$ cat src/rtl/l1_mem_arbiter.sv
// l1_mem_arbiter: shares one lower-level memory port between the ICACHE and
// DCACHE miss/flush paths. Round-robin, one outstanding transaction, grant
// locked from acceptance until the response is handed back to the winner.
// Optional watchdog: define L1_ARB_WATCHDOG_EN to build the WAIT-state
// timeout counter driving the sticky watchdog_err flag.
module l1_mem_arbiter #(
  parameter int ADDR_W         = 32,
  parameter int DATA_W         = 32,
  parameter int TIMEOUT_CYCLES = 256
) (
  input  logic              clk,
  input  logic              reset,
  input  logic              ic_req_valid,
  input  logic [ADDR_W-1:0] ic_req_addr,
  output logic              ic_req_ready,
  output logic              ic_resp_valid,
  output logic [DATA_W-1:0] ic_resp_rdata,
  input  logic              dc_req_valid,
  input  logic [1:0]        dc_req_op,
  input  logic [1:0]        dc_req_size,
  input  logic [ADDR_W-1:0] dc_req_addr,
  input  logic [DATA_W-1:0] dc_req_wdata,
  output logic              dc_req_ready,
  output logic              dc_resp_valid,
  output logic [DATA_W-1:0] dc_resp_rdata,
  output logic              mem_req_valid,
  input  logic              mem_req_ready,
  output logic [1:0]        mem_req_op,
  output logic [1:0]        mem_req_size,
  output logic [ADDR_W-1:0] mem_req_addr,
  output logic [DATA_W-1:0] mem_req_wdata,
  output logic [1:0]        mem_req_src,
  input  logic              mem_resp_valid,
  input  logic [DATA_W-1:0] mem_resp_rdata,
  output logic              watchdog_err
);

  typedef enum logic [1:0] {S_IDLE, S_ISSUE, S_WAIT, S_RESP} state_e;

  localparam logic [1:0] SRC_IC     = 2'd1;
  localparam logic [1:0] SRC_DC     = 2'd2;
  localparam logic [1:0] OP_STORE   = 2'b00;
  localparam logic [1:0] OP_LOAD    = 2'b01;
  localparam logic [1:0] OP_CLFLUSH = 2'b11;
  localparam logic [1:0] SIZE_WORD  = 2'b10;

  // Stores and flushes carry no read data back to the DCACHE.
  function automatic logic op_returns_data(input logic [1:0] op);
    return !((op == OP_STORE) || (op == OP_CLFLUSH));
  endfunction

  state_e            state_q;
  logic              last_dc_q;   // 1: DCACHE was granted last
  logic [1:0]        src_q;
  logic [1:0]        op_q;
  logic              mem_req_valid_q;
  logic [1:0]        mem_req_op_q;
  logic [1:0]        mem_req_size_q;
  logic [ADDR_W-1:0] mem_req_addr_q;
  logic [DATA_W-1:0] mem_req_wdata_q;
  logic [1:0]        mem_req_src_q;
  logic              ic_resp_valid_q;
  logic [DATA_W-1:0] ic_resp_rdata_q;
  logic              dc_resp_valid_q;
  logic [DATA_W-1:0] dc_resp_rdata_q;

  logic              grant_ic_s;
  logic              grant_dc_s;
  logic [1:0]        src_d;
  logic [1:0]        op_d;
  logic [1:0]        size_d;
  logic [ADDR_W-1:0] addr_d;
  logic [DATA_W-1:0] wdata_d;

  // Round-robin winner selection; only possible in IDLE and outside reset.
  always_comb begin
    grant_ic_s = 1'b0;
    grant_dc_s = 1'b0;
    if (!reset && (state_q == S_IDLE)) begin
      if (ic_req_valid && dc_req_valid) begin
        grant_ic_s = last_dc_q;
        grant_dc_s = !last_dc_q;
      end else begin
        grant_ic_s = ic_req_valid;
        grant_dc_s = dc_req_valid;
      end
    end else begin
      grant_ic_s = 1'b0;
      grant_dc_s = 1'b0;
    end
  end

  // Request fields of the winner; ICACHE fills are always word loads.
  always_comb begin
    src_d   = SRC_DC;
    op_d    = dc_req_op;
    size_d  = dc_req_size;
    addr_d  = dc_req_addr;
    wdata_d = dc_req_wdata;
    if (grant_ic_s) begin
      src_d   = SRC_IC;
      op_d    = OP_LOAD;
      size_d  = SIZE_WORD;
      addr_d  = ic_req_addr;
      wdata_d = '0;
    end else begin
      src_d   = SRC_DC;
    end
  end

  // Arbiter FSM with registered memory-request and response outputs.
  always_ff @(posedge clk) begin
    if (reset) begin
      state_q         <= S_IDLE;
      last_dc_q       <= 1'b1;
      src_q           <= 2'b00;
      op_q            <= 2'b00;
      mem_req_valid_q <= 1'b0;
      mem_req_op_q    <= 2'b00;
      mem_req_size_q  <= 2'b00;
      mem_req_addr_q  <= '0;
      mem_req_wdata_q <= '0;
      mem_req_src_q   <= 2'b00;
      ic_resp_valid_q <= 1'b0;
      ic_resp_rdata_q <= '0;
      dc_resp_valid_q <= 1'b0;
      dc_resp_rdata_q <= '0;
    end else begin
      ic_resp_valid_q <= 1'b0;
      dc_resp_valid_q <= 1'b0;
      case (state_q)
        S_IDLE: begin
          if (grant_ic_s || grant_dc_s) begin
            state_q         <= S_ISSUE;
            last_dc_q       <= grant_dc_s;
            src_q           <= src_d;
            op_q            <= op_d;
            mem_req_valid_q <= 1'b1;
            mem_req_op_q    <= op_d;
            mem_req_size_q  <= size_d;
            mem_req_addr_q  <= addr_d;
            mem_req_wdata_q <= wdata_d;
            mem_req_src_q   <= src_d;
          end
        end
        S_ISSUE: begin
          if (mem_req_ready) begin
            state_q         <= S_WAIT;
            mem_req_valid_q <= 1'b0;
            mem_req_op_q    <= 2'b00;
            mem_req_size_q  <= 2'b00;
            mem_req_addr_q  <= '0;
            mem_req_wdata_q <= '0;
            mem_req_src_q   <= 2'b00;
          end
        end
        S_WAIT: begin
          if (mem_resp_valid) begin
            state_q <= S_RESP;
            if (src_q == SRC_IC) begin
              ic_resp_valid_q <= 1'b1;
              ic_resp_rdata_q <= mem_resp_rdata;
            end else begin
              dc_resp_valid_q <= 1'b1;
              dc_resp_rdata_q <= op_returns_data(op_q) ? mem_resp_rdata : '0;
            end
          end
        end
        S_RESP: begin
          state_q <= S_IDLE;
        end
        default: begin
          state_q <= S_IDLE;
        end
      endcase
    end
  end

  assign ic_req_ready  = grant_ic_s;
  assign dc_req_ready  = grant_dc_s;
  assign mem_req_valid = mem_req_valid_q;
  assign mem_req_op    = mem_req_op_q;
  assign mem_req_size  = mem_req_size_q;
  assign mem_req_addr  = mem_req_addr_q;
  assign mem_req_wdata = mem_req_wdata_q;
  assign mem_req_src   = mem_req_src_q;
  assign ic_resp_valid = ic_resp_valid_q;
  assign ic_resp_rdata = ic_resp_rdata_q;
  assign dc_resp_valid = dc_resp_valid_q;
  assign dc_resp_rdata = dc_resp_rdata_q;

  if (TIMEOUT_CYCLES < 1) begin : g_bad_timeout
    $error("TIMEOUT_CYCLES must be at least 1");
  end

`ifdef L1_ARB_WATCHDOG_EN
  localparam int CNT_W = $clog2(TIMEOUT_CYCLES + 1);
  localparam logic [CNT_W-1:0] TO_LIM  = CNT_W'(TIMEOUT_CYCLES);
  localparam logic [CNT_W-1:0] CNT_ONE = CNT_W'(1);

  logic [CNT_W-1:0] wd_cnt_q;
  logic             wd_err_q;

  // WAIT-state cycle counter; saturates at the limit, error stays sticky.
  always_ff @(posedge clk) begin
    if (reset) begin
      wd_cnt_q <= '0;
      wd_err_q <= 1'b0;
    end else if ((state_q == S_ISSUE) && mem_req_ready) begin
      wd_cnt_q <= '0;
    end else if ((state_q == S_WAIT) && !mem_resp_valid) begin
      if (wd_cnt_q != TO_LIM) begin
        wd_cnt_q <= wd_cnt_q + CNT_ONE;
        if ((wd_cnt_q + CNT_ONE) == TO_LIM) begin
          wd_err_q <= 1'b1;
        end
      end
    end
  end

  assign watchdog_err = wd_err_q;
`else
  assign watchdog_err = 1'b0;
`endif

endmodule

$ cat config.mk
export PLATFORM = sky130hd
export DESIGN_NAME = l1_mem_arbiter
export DESIGN_NICKNAME = d
export VERILOG_FILES = /design/src/rtl/l1_mem_arbiter.sv
export SDC_FILE = /design/constraint.sdc
export NUM_CORES = 1
export LEC_CHECK = 0
export ABC_AREA = 1
export CAP_MARGIN = 5
export CELL_PAD_IN_SITES_DETAIL_PLACEMENT = 0
export CELL_PAD_IN_SITES_GLOBAL_PLACEMENT = 1
export CORE_ASPECT_RATIO = 1.25
export CORE_MARGIN = 5
export CORE_UTILIZATION = 28
export DETAILED_ROUTE_END_ITERATION = 16
export GPL_ROUTABILITY_DRIVEN = 0
export PLACE_DENSITY_LB_ADDON = 0.1
export SKIP_LAST_GASP = 1
export SLEW_MARGIN = 5
export SYNTH_ARGS = -nofsm -noshare
export SYNTH_HDL_FRONTEND = slang
export SYNTH_SLANG_ARGS = --single-unit
$ cat constraint.sdc
create_clock -name clk -period 1.8 [get_ports clk]
set_input_delay 0.27 -clock clk [delete_from_list [all_inputs] [get_ports clk]]
set_output_delay 0.27 -clock clk [all_outputs]
set_load 0.02 [all_outputs]
# Word level (Yosys, flattened, before mapping)
# Index checks and enable logic that the tools add are counted.
# totals
regBits	144
wordCells	71
# classes
eq_ne	8
muxes	31
n_bitwise	3
n_reduce_logical	15
# op_table
op	n
32-bit two-way mux	6
32-bit case mux with 2 select lines	2
2-bit two-way mux	10
2-bit case mux with 2 select lines	3
3-bit AND reduction	4
1-bit two-way mux	8
2-bit case mux with 4 select lines	1
2-bit == test (second input constant)	3
2-bit by 1-bit == test with 1-bit output (second input constant)	2
2-bit logical NOT	2
2-bit inequality test (second input constant)	2
1-bit NOT	3
3-bit OR reduction	1
1-bit logical AND	2
1-bit logical NOT	2
1-bit logical OR	2
2-bit by 1-bit inequality test with 1-bit output (second input constant)	1
1-bit case mux with 2 select lines	1
2-bit AND reduction	1
2-bit nonzero test	1

# Depth between registers and ports, before layout
# depth
word_depth	6
depth_mapped	11

# Least setup slack after synthesis
# OpenSTA, ideal clock, no wires.
# synth_path
path_kind	reg2reg
from	register state_q[0]
to	register mem_req_addr_q[27] (netlist: mem_req_addr[27])
t_arrival_ps	1532
setup_slack_ps	204
stages_incl_launch_ff	10
n_path_buf	1
period_less_slack_ps	1596
path_cell_list	dfxtp_1 -> inv_1 -> ha_1 -> nand3_1 -> nor2_1 -> clkbuf_1 -> nand2_1 -> nand2_1 -> a21oi_1 -> nor2_1
# synth_via
elab_chain_len	6
word_cells_on_any_way	13
classes_between	eq/ne (3); mux (5); reduce/logical (5)
# synth_rtl
element	line	source
start, declared	52	state_e state_q;
start signal, assigned	114	state_q <= S_IDLE;
start signal, assigned	134	state_q <= S_ISSUE;
start signal, assigned	148	state_q <= S_WAIT;
2-bit logical NOT *	79	if (!reset && (state_q == S_IDLE)) begin
1-bit logical AND *	79	
1-bit two-way mux *	79	
net ic_req_ready	15	output logic ic_req_ready,
32-bit two-way mux or 1-bit logical OR (tied branches)	100, 133	
32-bit two-way mux or 2-bit by 1-bit inequality test with 1-bit output (tied branches)	n/a	
32-bit case mux with 2 select lines or 3-bit AND reduction (tied branches)	n/a	
end signal, assigned	141	mem_req_addr_q <= addr_d;
end, declared	59	logic [ADDR_W-1:0] mem_req_addr_q;
# Mark *: on every way through the listed nets, which the timed path passes. The rest lies on a longest branch. The select of a mux whose other input is x is not followed.
# A chain may end at the register's enable or synchronous reset.

# Final worst setup path
# layout_path
from	register state_q[1]
to	output dc_req_ready
# layout_via
elab_chain_len	3
# layout_rtl
element	line	source
2-bit logical NOT	79	
1-bit logical AND	79	
1-bit two-way mux	79	
end, declared	23	output logic dc_req_ready,
# No other way between the ends.

==> impl_metrics.py <==
metrics = {
    "route": {
        "dr_wl_met3_mm": 1.82,
        "wirelength_mm": 22.6,
        "wire_per_inst_um": 15.9,
        "route.detailed.drc": 0,
        "met2_length_mm": 10.6,
        "drtAntennaViolNets": 0,
        "dr.pass1.iters": 4,
        "vias": 6312,
        "wl_met1_mm": 9.75,
        "viasPerCell": 4.44,
        "topRoutingLayerUsed": "met5",
        "drt_first_iter_violations": 287,
    },
    "timing": {
        "fin_skew_ps": 11.7,
        "fin_crit_ps": 1700,
        "slew_headroom": 0.435,
        "max_clock_freq_mhz": 588,
        "slew_violations": 0,
        "setup_violations": 0,
        "worst_slew_pin_slew_ps": 848,
        "rsz0062_at_grt": "true",
        "hold_viol_final": 0,
        "finalCritPeriodShare": 0.945,
    },
    "finish": {
        "drive_gt1_frac": 0.0742,
        "stdcell_count": 1422,
        "post-route-util": 0.472,
        "nets": 1276,
        "syn_to_final_growth_pct": 65.6,
        "n_fill_cell": 2153,
        "final_area_um2": 9870,
    },
    "setup_path": {
        "slowest_delay_ps": 320,
        "ff2ff_path_depth": 9,
        "worst-setup-path-type": "flip-flop to output port",
        "arrival_ps": 1430,
        "r2r_setup_slack_ps": 100,
        "path_delay_family": "flip-flops",
        "reg2reg_from": "state_q[1]$_SDFFE_PP0P_",
        "cpMaxStageDelayCell": "dfxtp_2",
        "path_buf_inv": 4,
        "path_depth": 7,
        "critical_path.startpoint": "state_q[1]$_SDFFE_PP0P_",
        "cp.required_ps": 1530,
        "critical_path.endpoint": "dc_req_ready",
        "crit_path_end_kind": "output port",
        "reg2reg_to": "mem_req_addr[30]$_SDFFE_PP0P_",
        "crit_top_cell": "inv_2",
        "cp_max_fo": 4,
        "crit_path_start_kind": "flip-flop",
        "cp_cell_sequence": "inv_2 -> ha_4 -> inv_2 -> nor2_2 -> nand3_1 -> inv_1 -> buf_6",
    },
    "pwr": {
        "ir_drop_v": 0.000855,
        "leakage_nw": 4.19,
        "p_per_area_nw_per_um2": 1550,
    },
    "job": {
        "drv_cap": 0,
    },
    "placement": {
        "post_dp_cell_area_um2": 9170,
        "io_buffer_count": 276,
        "dp_hpwl_mm": 14.7,
        "dpl.cell_count": 1386,
    },
    "logic_synthesis": {
        "ys_ff_latch": 144,
        "synth_top_area_cell": "dfxtp_1",
        "netlist_instances": 866,
        "avgSynthCellArea_um2": 6.88,
        "yosysWarnings": 0,
        "synth_top_area_frac": 0.484,
        "synthTopCellsByArea": "dfxtp_1 (48%), nand2_1 (18%), nor2_1 (11%), a21oi_1 (6.2%), a22oi_1 (4.0%)",
        "yosysSeqAreaShare": 0.484,
        "synthesis.area_um2": 5960,
        "synthesis.nets": 1007,
        "synth_cell_types": 21,
    },
    "floorplanning": {
        "ios": 278,
        "rows": 59,
        "die_x_um": 140,
        "start_util": 0.285,
        "die_area_um2": 24300,
        "coreArea_um2": 20900,
        "fp.dieH_um": 173,
    },
    "grt": {
        "antenna_found_initial": 1,
        "first_global_vias": 6258,
        "overflow": 0,
        "grtUsageTotal": 0.176,
        "grt_pass1_wl_mm": 34.7,
        "grt_max_degree": 76,
    },
    "run_status": {
        "status": "finished, final reports clean",
    },
    "min_path": {
        "min_from": "reset",
        "min_path_cells": 5,
        "hold_path_class": "input port to flip-flop",
    },
    "clock_network": {
        "cts-htree-levels": 4,
        "cts_buffer_depth": 2,
        "clock-sinks": 144,
        "clkLatencyLatePin_ps": 410,
        "cts_root_buffer": "clkbuf_16",
        "numCtsBuffers": 17,
        "cts_tree": "done",
        "clk_pin_slew_worst_paths_ps": 60,
    },
}
worst min-delay path, stage by stage:
cell and delay, ps:
buf_2 120, nor2_2 50, nand3_1 90, buf_4 130, a211oi_1 60
worst min path at each step:
stage,to
2_1_floorplan,ic_resp_rdata[0]$_SDFFE_PP0P_
3_3_place_gp,mem_req_src[0]$_SDFFE_PP0P_
3_5_place_dp,mem_req_wdata[29]$_SDFFE_PP0P_
4_1_cts,src_q[1]$_SDFFE_PP0P_
5_1_grt,src_q[1]$_SDFFE_PP0P_
6_report,src_q[1]$_SDFFE_PP0P_
power breakdown:
part | internal (mW) | switching (mW) | leakage (nW) | total, mW
combinational | 3.25 | 4.27 | 2.74 | 7.52
clock | 2.05 | 1.43 | 0.274 | 3.48
sequential | 3.93 | 0.352 | 1.17 | 4.29
cell usage in the layout (no fill, tap or decap):
cell             Yosys  routed
nand2_1            280     280
clkdlybuf4s50_1      0     273
nor2_1             177     172
dfxtp_1            144     142
a21oi_1             74      74
inv_1               43      40
o21ai_0             33      33
a22oi_1             32      32
buf_4                6      21
clkbuf_16            0      20
buf_12               0       9
inv_2                3       6
nor2_2               0       5
nand3_1              8       4
clkinv_4             0       4
inv_6                0       3
diode_2              0       2
nand3_2              0       2
nand3_4              0       2
o211ai_1             2       2
ha_1                 3       2
bufinv_16            0       2
clkbuf_1            36       2
buf_6                0       2
dfxtp_2              0       2
nor2_4               1       1
or2_2                1       1
o31ai_1              1       1
xnor2_1              1       1
nor3_1               1       1
a211oi_1             1       1
ha_4                 0       1
conb_1               1       1
clkinvlp_4           0       1
clkinv_2             0       1
buf_2               18       1
buf_16               0       1
registers in the layout, indices dropped and copies added (netlist names):
name	cells
dc_resp_rdata	32
ic_resp_rdata	32
mem_req_addr	32
mem_req_wdata	32
mem_req_op	2
mem_req_size	2
mem_req_src	2
op_q	2
src_q	2
state_q	2
dc_resp_valid	1
ic_resp_valid	1
last_dc_q	1
mem_req_valid	1
logic make-up (layout without fill, tap and decap cells):
group	Yosys count	count (layout)	share of synthesized area
and+or+nand+nor	468	468	0.298
AOI/OAI and AO/OA	143	143	0.135
adders and majority gates	3	3	0.00630
other	1	3	0.000629
DFF	144	144	0.484
xor gates and xnor gates	1	1	0.00147
buffers and inverters	106	386	0.0743
cell usage after synthesis:
cell type  instances
conb_1             1
o211ai_1           2
dfxtp_1          144
nand2_1          280
a22oi_1           32
nor2_1           177
o31ai_1            1
buf_4              6
or2_2              1
a21oi_1           74
a211oi_1           1
nor2_4             1
nor3_1             1
buf_2             18
ha_1               3
inv_2              3
nand3_1            8
xnor2_1            1
clkbuf_1          36
o21ai_0           33
inv_1             43
cell type report:
class                           count  area (um^2)  area share
Antenna cell                        2         5.00    0.000507
Clock buffer                       19          433      0.0439
Clock inverter                     11          134      0.0136
Inverter                           46          173      0.0175
Multi-Input combinational cell    616         2690       0.273
Sequential cell                   144         2890       0.292
Tap cell                          274          343      0.0347
Timing Repair Buffer              310         3200       0.324
what timing repair did:
action,CTS,global route
resized for setup,11,14
endpoints found under the setup margin,32,90
gates cloned,0,3
hold buffers,0,0
pin swaps,0,4
setup buffers,0,1
metrics by stage:
step	power [mW]	setup slack (ps)	hold WS, ps	setup TNS, ps
after CTS	15.1	18.0	332	0
after floorplan	8.40	204	405	0
after global placement	11.5	-167	450	-5210
final	15.3	99.7	355	0
after global routing	16.4	-21.5	367	-79.8
after detailed placement	11.5	-168	455	-7120
per-layer routing:
layer  global-route usage  up-vias
met5                    0        -
met3               0.0680       20
met1                0.213     2852
met4               0.0517        2
met2                0.288      187
li1                     -     3251
(Power assumes the default switching activity.)
